--- src/rtl/ulpi_pkg.sv ---
// ulpi_pkg: shared constants for the ULPI PHY register responder.
//   - register base addresses and set/clear alias offsets
//   - TXCMD opcode field values
//   - responder FSM state encoding
//   - register reset defaults and the alias-apply helper
package ulpi_pkg;

   localparam logic [5:0] ADDR_FUN_CTRL = 6'h04;
   localparam logic [5:0] ADDR_OTG_CTRL = 6'h0A;
   localparam logic [5:0] ADDR_SCRATCH  = 6'h16;
   localparam logic [5:0] OFS_SET       = 6'h01;
   localparam logic [5:0] OFS_CLR       = 6'h02;

   // TXCMD[7:6]
   localparam logic [1:0] TXCMD_REGW = 2'b10;
   localparam logic [1:0] TXCMD_REGR = 2'b11;

   localparam logic [7:0] FUN_CTRL_RST = 8'h41;
   localparam logic [7:0] OTG_CTRL_RST = 8'h06;
   localparam logic [7:0] SCRATCH_RST  = 8'h00;
   localparam int         FUN_RESET_BIT = 5;

   typedef enum logic [3:0] {
      ST_IDLE,
      ST_WR_CMD,
      ST_WR_DATA,
      ST_WR_STP,
      ST_RD_CMD,
      ST_RD_TURN,
      ST_RD_DATA,
      ST_RD_END,
      ST_RX_TURN,
      ST_RX_DATA,
      ST_RX_END
   } ulpi_state_e;

   // op: 0 = write, 1 = set (OR), 2 = clear (AND-NOT)
   function automatic logic [7:0] apply_alias(input logic [7:0] cur,
                                              input logic [7:0] wd,
                                              input logic [1:0] op);
      case (op)
         2'd0:    apply_alias = wd;
         2'd1:    apply_alias = cur | wd;
         2'd2:    apply_alias = cur & ~wd;
         default: apply_alias = cur;
      endcase
   endfunction

endpackage

--- src/rtl/ulpi_phy_regfile.sv ---
// ulpi_phy_regfile: PHY register file with write/set/clear aliases.
//   clk_i, rst_ni     : clock, async active-low reset
//   addr_i            : register address of the current transaction
//   wdata_i           : write data
//   commit_i          : commit strobe (write lands on this edge)
//   wr_hit_o          : addr_i maps onto a writable register
//   rd_data_o         : combinational read data (ID bytes, registers, else 0)
//   fun_ctrl_o, otg_ctrl_o : register contents for observation
module ulpi_phy_regfile
   import ulpi_pkg::*;
#(
   parameter logic [15:0] VENDOR_ID  = 16'h0424,
   parameter logic [15:0] PRODUCT_ID = 16'h0009
) (
   input  logic       clk_i,
   input  logic       rst_ni,
   input  logic [5:0] addr_i,
   input  logic [7:0] wdata_i,
   input  logic       commit_i,
   output logic       wr_hit_o,
   output logic [7:0] rd_data_o,
   output logic [7:0] fun_ctrl_o,
   output logic [7:0] otg_ctrl_o
);

   logic [7:0] fun_q, otg_q, scr_q;
   logic [7:0] fun_wr, otg_wr, scr_wr;
   logic [7:0] fun_rd, otg_rd, scr_rd;
   logic       hit_fun, hit_otg, hit_scr;
   logic [5:0] ofs_fun, ofs_otg, ofs_scr;

   assign ofs_fun = addr_i - ADDR_FUN_CTRL;
   assign ofs_otg = addr_i - ADDR_OTG_CTRL;
   assign ofs_scr = addr_i - ADDR_SCRATCH;

   assign hit_fun = (addr_i >= ADDR_FUN_CTRL) && (addr_i <= ADDR_FUN_CTRL + OFS_CLR);
   assign hit_otg = (addr_i >= ADDR_OTG_CTRL) && (addr_i <= ADDR_OTG_CTRL + OFS_CLR);
   assign hit_scr = (addr_i >= ADDR_SCRATCH)  && (addr_i <= ADDR_SCRATCH + OFS_CLR);
   assign wr_hit_o = hit_fun | hit_otg | hit_scr;

   assign fun_wr = hit_fun ? apply_alias(fun_q, wdata_i, ofs_fun[1:0]) : fun_q;
   assign otg_wr = hit_otg ? apply_alias(otg_q, wdata_i, ofs_otg[1:0]) : otg_q;
   assign scr_wr = hit_scr ? apply_alias(scr_q, wdata_i, ofs_scr[1:0]) : scr_q;

   // A read in the commit cycle sees the post-commit value.
   assign fun_rd = commit_i ? fun_wr : fun_q;
   assign otg_rd = commit_i ? otg_wr : otg_q;
   assign scr_rd = commit_i ? scr_wr : scr_q;

   always_ff @(posedge clk_i or negedge rst_ni) begin
      if (!rst_ni) begin
         fun_q <= FUN_CTRL_RST;
         otg_q <= OTG_CTRL_RST;
         scr_q <= SCRATCH_RST;
      end else begin
         // Reset bit is held for exactly one cycle after a commit that sets it.
         if (commit_i && hit_fun) fun_q <= fun_wr;
         else                     fun_q[FUN_RESET_BIT] <= 1'b0;
         if (commit_i && hit_otg) otg_q <= otg_wr;
         if (commit_i && hit_scr) scr_q <= scr_wr;
      end
   end

   always_comb begin
      rd_data_o = 8'h00;
      if (hit_fun)      rd_data_o = fun_rd;
      else if (hit_otg) rd_data_o = otg_rd;
      else if (hit_scr) rd_data_o = scr_rd;
      else begin
         case (addr_i)
            6'h00:   rd_data_o = VENDOR_ID[7:0];
            6'h01:   rd_data_o = VENDOR_ID[15:8];
            6'h02:   rd_data_o = PRODUCT_ID[7:0];
            6'h03:   rd_data_o = PRODUCT_ID[15:8];
            default: rd_data_o = 8'h00;
         endcase
      end
   end

   assign fun_ctrl_o = fun_q;
   assign otg_ctrl_o = otg_q;

endmodule

--- src/rtl/ulpi_phy_reg_responder.sv ---
// ulpi_phy_reg_responder: PHY-side ULPI model answering register TXCMDs
// and sending RXCMDs on line-state change.
//   CLK_60M, NRST_A_USB   : ULPI clock, async active-low reset
//   DATA_I, STP           : link-driven bus value and stop
//   LINESTATE, VBUS_STATE : line model inputs reported in RXCMD
//   DATA_O, DATA_OE       : PHY-driven bus value and enable
//   DIR, NXT              : bus ownership and handshake
//   FUN_CTRL_O, OTG_CTRL_O: register contents
//   WR_STRB               : one-cycle pulse per committed write
//   ABORT_CNT             : saturating count of writes ended without STP
module ulpi_phy_reg_responder
   import ulpi_pkg::*;
#(
   parameter logic [15:0] VENDOR_ID  = 16'h0424,
   parameter logic [15:0] PRODUCT_ID = 16'h0009
) (
   input  logic       CLK_60M,
   input  logic       NRST_A_USB,
   input  logic [7:0] DATA_I,
   input  logic       STP,
   input  logic [1:0] LINESTATE,
   input  logic [1:0] VBUS_STATE,
   output logic [7:0] DATA_O,
   output logic       DATA_OE,
   output logic       DIR,
   output logic       NXT,
   output logic [7:0] FUN_CTRL_O,
   output logic [7:0] OTG_CTRL_O,
   output logic       WR_STRB,
   output logic [7:0] ABORT_CNT
);

   ulpi_state_e state_q;
   logic [5:0]  addr_q;
   logic [7:0]  wdata_q;
   logic        nxt_q, dir_q, oe_q, wr_strb_q;
   logic [7:0]  dout_q, abort_q;
   logic [3:0]  line_q, rx_val_q;
   logic [3:0]  line_d;
   logic        rx_pend_q;
   logic        line_chg, commit, wr_hit;
   logic [7:0]  rd_data;

   assign line_d   = {VBUS_STATE, LINESTATE};
   assign line_chg = (line_d != line_q);
   assign commit   = (state_q == ST_WR_STP) && STP;

   ulpi_phy_regfile #(
      .VENDOR_ID  (VENDOR_ID),
      .PRODUCT_ID (PRODUCT_ID)
   ) u_regfile (
      .clk_i      (CLK_60M),
      .rst_ni     (NRST_A_USB),
      .addr_i     (addr_q),
      .wdata_i    (wdata_q),
      .commit_i   (commit),
      .wr_hit_o   (wr_hit),
      .rd_data_o  (rd_data),
      .fun_ctrl_o (FUN_CTRL_O),
      .otg_ctrl_o (OTG_CTRL_O)
   );

   always_ff @(posedge CLK_60M or negedge NRST_A_USB) begin
      if (!NRST_A_USB) begin
         state_q   <= ST_IDLE;
         addr_q    <= '0;
         wdata_q   <= '0;
         nxt_q     <= 1'b0;
         dir_q     <= 1'b0;
         oe_q      <= 1'b0;
         dout_q    <= '0;
         wr_strb_q <= 1'b0;
         abort_q   <= '0;
         line_q    <= '0;
         rx_val_q  <= '0;
         rx_pend_q <= 1'b0;
      end else begin
         wr_strb_q <= 1'b0;
         line_q    <= line_d;
         if (line_chg) rx_val_q <= line_d;
         // A change seen while the RXCMD is going out re-arms rx_pend.
         if (line_chg)                    rx_pend_q <= 1'b1;
         else if (state_q == ST_RX_TURN)  rx_pend_q <= 1'b0;

         case (state_q)
            ST_IDLE: begin
               if (DATA_I[7]) begin
                  addr_q  <= DATA_I[5:0];
                  nxt_q   <= 1'b1;
                  state_q <= (DATA_I[7:6] == TXCMD_REGR) ? ST_RD_CMD : ST_WR_CMD;
               end else if (rx_pend_q) begin
                  dir_q   <= 1'b1;
                  state_q <= ST_RX_TURN;
               end
            end
            ST_WR_CMD:  state_q <= ST_WR_DATA;
            ST_WR_DATA: begin
               wdata_q <= DATA_I;
               nxt_q   <= 1'b0;
               state_q <= ST_WR_STP;
            end
            ST_WR_STP: begin
               if (STP)                  wr_strb_q <= wr_hit;
               else if (abort_q != 8'hFF) abort_q  <= abort_q + 8'd1;
               state_q <= ST_IDLE;
            end
            ST_RD_CMD: begin
               nxt_q   <= 1'b0;
               dir_q   <= 1'b1;
               state_q <= ST_RD_TURN;
            end
            ST_RD_TURN: begin
               oe_q    <= 1'b1;
               dout_q  <= rd_data;
               state_q <= ST_RD_DATA;
            end
            ST_RX_TURN: begin
               oe_q    <= 1'b1;
               dout_q  <= {4'b0000, rx_val_q};
               state_q <= ST_RX_DATA;
            end
            ST_RD_DATA, ST_RX_DATA: begin
               dir_q   <= 1'b0;
               oe_q    <= 1'b0;
               dout_q  <= 8'h00;
               state_q <= (state_q == ST_RD_DATA) ? ST_RD_END : ST_RX_END;
            end
            ST_RD_END, ST_RX_END: state_q <= ST_IDLE;
            default:              state_q <= ST_IDLE;
         endcase
      end
   end

   assign DATA_O    = dout_q;
   assign DATA_OE   = oe_q;
   assign DIR       = dir_q;
   assign NXT       = nxt_q;
   assign WR_STRB   = wr_strb_q;
   assign ABORT_CNT = abort_q;

endmodule

--- config.mk ---
export PLATFORM = sky130hd
export DESIGN_NAME = ulpi_phy_reg_responder
export DESIGN_NICKNAME = d
export VERILOG_FILES = /design/src/rtl/ulpi_pkg.sv /design/src/rtl/ulpi_phy_regfile.sv /design/src/rtl/ulpi_phy_reg_responder.sv
export SDC_FILE = /design/constraint.sdc
export NUM_CORES = 1
export LEC_CHECK = 0
export CAP_MARGIN = 20
export CORE_ASPECT_RATIO = 1.75
export CORE_MARGIN = 1
export CORE_UTILIZATION = 59
export DETAILED_ROUTE_END_ITERATION = 10
export HOLD_SLACK_MARGIN = 0.06
export MAX_ROUTING_LAYER = met4
export PLACE_DENSITY = 0.95
export SYNTH_ARGS = -nofsm -noshare
export SYNTH_HDL_FRONTEND = slang
export SYNTH_SLANG_ARGS = --single-unit
--- constraint.sdc ---
create_clock -name CLK_60M -period 3.35 [get_ports CLK_60M]
set_input_delay 0.67 -clock CLK_60M [delete_from_list [all_inputs] [get_ports CLK_60M]]
set_output_delay 0.67 -clock CLK_60M [all_outputs]
set_load 0.01 [all_outputs]
Word level (Yosys, flattened, before mapping)
Cells that the tools add are included.

storage, ports and cells
  register bits = 71
  bits of input ports = 15
  output and inout bits = 36
  logic and storage cells = 113

operators by class
  add/subtract/negate cells = 4
  magnitude comparators = 6
  equal/unequal tests = 23
  muxes and demuxes = 30
  bitwise gates (word level) = 10
  reductions and logical operators = 24

operators by type and width
  kind                   count
  $pmux W8 S3            4
  $mux W8                9
  $pmux W4 S7            1
  $and A8 B8 Y8          3
  $or A8 B8 Y8           3
  $pmux W6 S3            1
  $eq A4 B3 Y1 const B   3
  $mux W4                3
  $add A8 B1 Y8 const B  1
  $eq A2 B2 Y1 const B   4
  $eq A4 B2 Y1 const B   2
  $eq A4 B4 Y1 const B   2
  $mux W1                8
  $ne A8 B8 Y1 const B   1
  $not A8 Y8             1
  $logic_and A1 B1 Y1    7
  $eq A2 B1 Y1 const B   3
  $eq A6 B1 Y1 const B   1
  $eq A6 B2 Y1 const B   1
  $ge A6 B3 Y1 const B   1
  $ge A6 B4 Y1 const B   1
  $ge A6 B5 Y1 const B   1
  $le A6 B3 Y1 const B   1
  $le A6 B4 Y1 const B   1
  other kinds (20)       34

Logic depth before layout (Yosys ltp)
  depth in word-level cells = 9
  gate-level depth with buffers = 7
  gate-level depth less buffers = 6

By module
A second synthesis with hierarchy kept.

second synthesis, totals
  cells, all modules = 372
  area, all modules = 3851.2 µm²

modules (own cells, without submodules)
  module                  instances  cells each  area each (µm²)  sequential area each (µm²)
  ulpi_phy_reg_responder  1          164         2092.0           1176.1
  ulpi_phy_regfile        1          208         1759.2           605.6

Worst setup path before layout
Ideal clock, no wire load.

  path kind = register -> register
  from = register addr_q[2]
  to = register dout_q[5], in the netlist DATA_O[5]
  library setup time = 65 ps
  data arrival time = 1740 ps
  data required time = 3285 ps
  slack = 1545 ps
  stages on the path, launching flop included = 6
  buffers on the path = 1
  period minus slack after synthesis = 1805 ps
  cell sequence = dfrtp_1 > buf_6 > or4b_4 > a32o_1 > a2111oi_2 > a211o_1

on the way
  longest elaborated chain between the ends = 8
  elaborated cells on any way between the ends = 23
  those cells by class = order compare: 6; eq/ne: 2; mux: 11; reduce/logical: 4

RTL lines
  what                                          RTL line                       RTL
  start: declaration                            ulpi_phy_reg_responder.sv:34   logic [5:0] addr_q;
  start signal: assignment                      ulpi_phy_reg_responder.sv:88   addr_q <= DATA_I[5:0];
  $ge A6 B5 Y1 or $le A6 B5 Y1 (tied branches)  ulpi_phy_regfile.sv:38         assign hit_scr = (addr_i >= ADDR_SCRATCH) && (addr_i <= ADDR_SCRATCH + OFS_CLR);
  $logic_and A1 B1 Y1                           ulpi_phy_regfile.sv:38
  $mux W8                                       ulpi_phy_regfile.sv:43         assign scr_wr = hit_scr ? apply_alias(scr_q, wdata_i, ofs_scr[1:0]) : scr_q;
  $mux W8                                       ulpi_phy_regfile.sv:48         assign scr_rd = commit_i ? scr_wr : scr_q;
  $mux W8                                       ulpi_phy_regfile.sv:68         else if (hit_scr) rd_data_o = scr_rd;
  $mux W8                                       ulpi_phy_regfile.sv:67         else if (hit_otg) rd_data_o = otg_rd;
  $mux W8 (*)                                   ulpi_phy_regfile.sv:66         if (hit_fun) rd_data_o = fun_rd;
  $pmux W8 S3 (*)                               ulpi_phy_reg_responder.sv:85   case (state_q)
  end signal: assignment                        ulpi_phy_reg_responder.sv:114  dout_q <= rd_data;
  end signal: assignment                        ulpi_phy_reg_responder.sv:119  dout_q <= {4'b0000, rx_val_q};
  end: declaration                              ulpi_phy_reg_responder.sv:37   logic [7:0] dout_q, abort_q;

Mark *: on every way between the ends. The rest lies on a longest branch, timed or not.
A chain may end at the register's enable or synchronous reset.

Final worst setup path
  from = register state_q[2]
  to = register u_regfile.otg_q[4], in the netlist u_regfile.otg_ctrl_o[4]

on the way
  longest elaborated chain between the ends = 3

RTL lines
  what                      RTL line                       RTL
  start: declaration        ulpi_phy_reg_responder.sv:33   ulpi_state_e state_q;
  start signal: assignment  ulpi_phy_reg_responder.sv:90   state_q <= (DATA_I[7:6] == TXCMD_REGR) ? ST_RD_CMD : ST_WR_CMD;
  start signal: assignment  ulpi_phy_reg_responder.sv:126  state_q <= (state_q == ST_RD_DATA) ? ST_RD_END : ST_RX_END;
  $eq A4 B2 Y1              ulpi_phy_reg_responder.sv:46   assign commit = (state_q == ST_WR_STP) && STP;
  $logic_and A1 B1 Y1       ulpi_phy_reg_responder.sv:46
  $logic_and A1 B1 Y1       ulpi_phy_regfile.sv:59         if (commit_i && hit_otg) otg_q <= otg_wr;
  end signal: assignment    ulpi_phy_regfile.sv:59
  end: declaration          ulpi_phy_regfile.sv:26         logic [7:0] fun_q, otg_q, scr_q;

Every way passes these cells.

==> impl_results.md <==
* Core ar. at 5830 um^2
* Sequential Power Share at 40.7%
* Syn nets at 382
* Multi-input gate area at 1600 um^2
* Worst hold path type: in2async
* GRT Util Overall at 31.5%
* I/O pin count at 51
* H-tree Lvls at 3
* Clock slew at reported path FFs at 0.08 ns
* Worst-Margin Slew at 0.759 ns
* Internal power at 0.00216 W
* Most frequent cell after synthesis: dfrtp_1
* DIE HEIGHT at 105 um
* Root buffer cell: clkbuf_8
* Power Density at 832 nW/um^2
* Post-DP Area at 4100 um^2
* Vias in the first global route at 3,039
* Die ar. at 6350 um^2
* CP Max Fanout at 16
* Synthesized flop and latch total at 71
* Num CTS Buffers at 9
* Asr flop ratio synth at 100%
* Clk_lat worst skew at 0.36 ns
* R2R cell count at 5
* Synth cell types at 55
* Max-cap viol count at 0
* TNS Setup at 0 ns
* Worst endpoint required time at 3.57 ns
* Final hold vios at 0
* Post-route ant nets at 0
* Sequential element share of the synthesized area at 50.1%
* Clock network fraction of total power at 19.6%
* Initial antenna violation count at 0
* Crit path launch type: flop
* Most frequent cells after synthesis: dfrtp_1 (67), nand2_1 (37), o21ai_0 (37)
* Via/cell ratio at 6.33
* Register area at 1780 um^2
* Crit path time final at 2.33 ns
* First-pass GRT wire length at 14.3 mm
* Yosys warns at 0
* Initial Util at 60.9%
* Gpl congestion at 0.900
* Router iterations before antenna repair at 5
* Crit path DAT at 2.55 ns
* Final Skew at 0.00996 ns
* Fmax at 429 MHz
* Largest net degree at the start of global routing at 40
* Initial drt markers at 262
* Reg2Reg Setup Slack at 1.02 ns
* Design area at 4310 um^2
* Avg WL per Cell at 17.8 um
* Net Switching at 0.00143 W
* Syn Inst Count at 366
* Reg2reg start: state_q[2]
* Worst r2r dst: u_regfile.otg_ctrl_o[4]
* Port Buffers at 50
* Area leader, netlist: dfrtp_1
* Number of remaining DRC errors at 0
* RSZ-0062 raised after global routing: false
* Leakage at 1.80 nW
* Setup violations, final at 0
* Crit end category: flop
* Worst hold margin at 0.380 ns
* Max Slew Vio Count at 0
* Outcome: finished, final reports clean
* Ys flop type: dfrtp_1
* CTS tree: yes
* Max clock buf depth at 2
* DP HPWL at 6.33 mm
* Post-Route WL at 8.77 mm
* Layout cells sized above 1 at 12.3%
* Max VDD drop at 516 uV
* Number of synthesized flops with an enable pin at 0
* Clock sinks at 71
* Fillers at 409
* Fin crit share at 69.7%
* Mapped Area at 3550 um^2
* Synth area leaders: dfrtp_1 (47%), o21ai_0 (5.2%), mux2_2 (4.1%), nand2_1 (3.9%), dfstp_2 (3.0%)
* Slew headroom at 49.4%
* Nets at 427
* Area growth syn-to-layout at 21.3%
* Ant diodes at 0
* Total global routing overflow at 0
* Yosys top cell area share at 47.2%
* Hold buffers post-CTS at 0
* Post_cts resized at 0
* Mean Syn Cell Area at 9.71 um^2
* Postcts setup bufs at 0
* DR vias at 3,125
* FP Rows at 37
* Die Wd at 60.7 um
* Critical path type: reg2reg
* Switching portion of total power at 39.8%
* Logic pwr share at 39.7%
-- critical path, cell delays in order (launching register included) --
cell	delay (ns)
dfrtp_1	0.53
and4bb_1	0.39
and2_1	0.50
nand2_1	0.35
o21ai_0	0.28
o21ai_0	0.13
-- sequential cells by signal (all words and copies together), names as in the netlist, 4 cells and up --
signal,flops
ABORT_CNT,8
DATA_O,8
u_regfile.fun_ctrl_o,8
u_regfile.otg_ctrl_o,8
u_regfile.scr_q,8
wdata_q,8
addr_q,6
line_q,4
rx_val_q,4
state_q,4
-- how the worst max path moves through the flow --
stage                     from                 endpoint  cells past startpoint
floorplan            addr_q[2]                DATA_O[5]                      5
global placement           STP  u_regfile.otg_ctrl_o[3]                      5
detailed placement         STP  u_regfile.otg_ctrl_o[4]                      5
CTS                 state_q[2]  u_regfile.otg_ctrl_o[4]                      5
global route        state_q[2]  u_regfile.otg_ctrl_o[4]                      5
finish              state_q[2]  u_regfile.otg_ctrl_o[4]                      5
-- power by group through the flow --
stage,clock (W),combinational [W],sequential [W]
2_1_floorplan,0,0.000975,0.00136
3_3_place_gp,0,0.00134,0.00144
3_5_place_dp,0,0.00140,0.00146
4_1_cts,0.000713,0.00141,0.00145
5_1_grt,0.000751,0.00155,0.00149
6_report,0.000705,0.00142,0.00146
-- cell usage in the layout (no fill, tap or decap), types with 4 or more instances in the layout --
cell,n
nor2_1,18
nand3_1,13
mux2_2,13
dfstp_2,4
nand2_1,37
o21ai_1,17
clkbuf_8,11
inv_1,21
xnor2_1,4
a221oi_1,8
a21oi_1,19
dfrtp_1,67
buf_4,4
a31oi_1,7
clkdlybuf4s50_1,49
nor3_1,5
nor2b_1,4
o21ai_0,37
xor2_1,8
o21bai_1,8
-- layer usage --
metal / wire length, um / global-route usage (%)
met3: 548 / 7.05
met2: 4600 / 49.8
met1: 3200 / 33.8
met5: 0 / -
met4: 423 / 21.4
-- logic make-up (layout without fill, tap and decap cells) --
logic type	Yosys count	count (layout)	synth area share (%)
and+or+nand+nor	101	101	14.6
AOI/OAI and AO/OA	126	126	23.0
muxes	13	13	4.12
DFF	71	71	50.1
buffers and inverters	42	92	4.82
adders and majority gates	1	1	0.352
xor gates and xnor gates	12	12	2.96
-- area by class of cell --
class | count | share of cell area [%]
sequential | 71 | 41.3
timing repair buffer | 55 | 12.7
inverter | 21 | 1.83
tap | 78 | 2.26
clock buffer | 11 | 3.51
multi-input combinational | 253 | 37.1
clock inverter | 5 | 1.31
-- metrics by stage --
stage	util [%]	total power (W)	cells	setup WS, ns
final	73.9	0.00359	494	1.02
after global routing	73.9	0.00380	494	0.853
after CTS	73.9	0.00357	494	1.04
after detailed placement	70.4	0.00286	478	0.844
after global placement	70.4	0.00279	478	0.922
after floorplan	-	0.00234	366	1.55
Note: power is estimated with default switching activity, not from simulation.
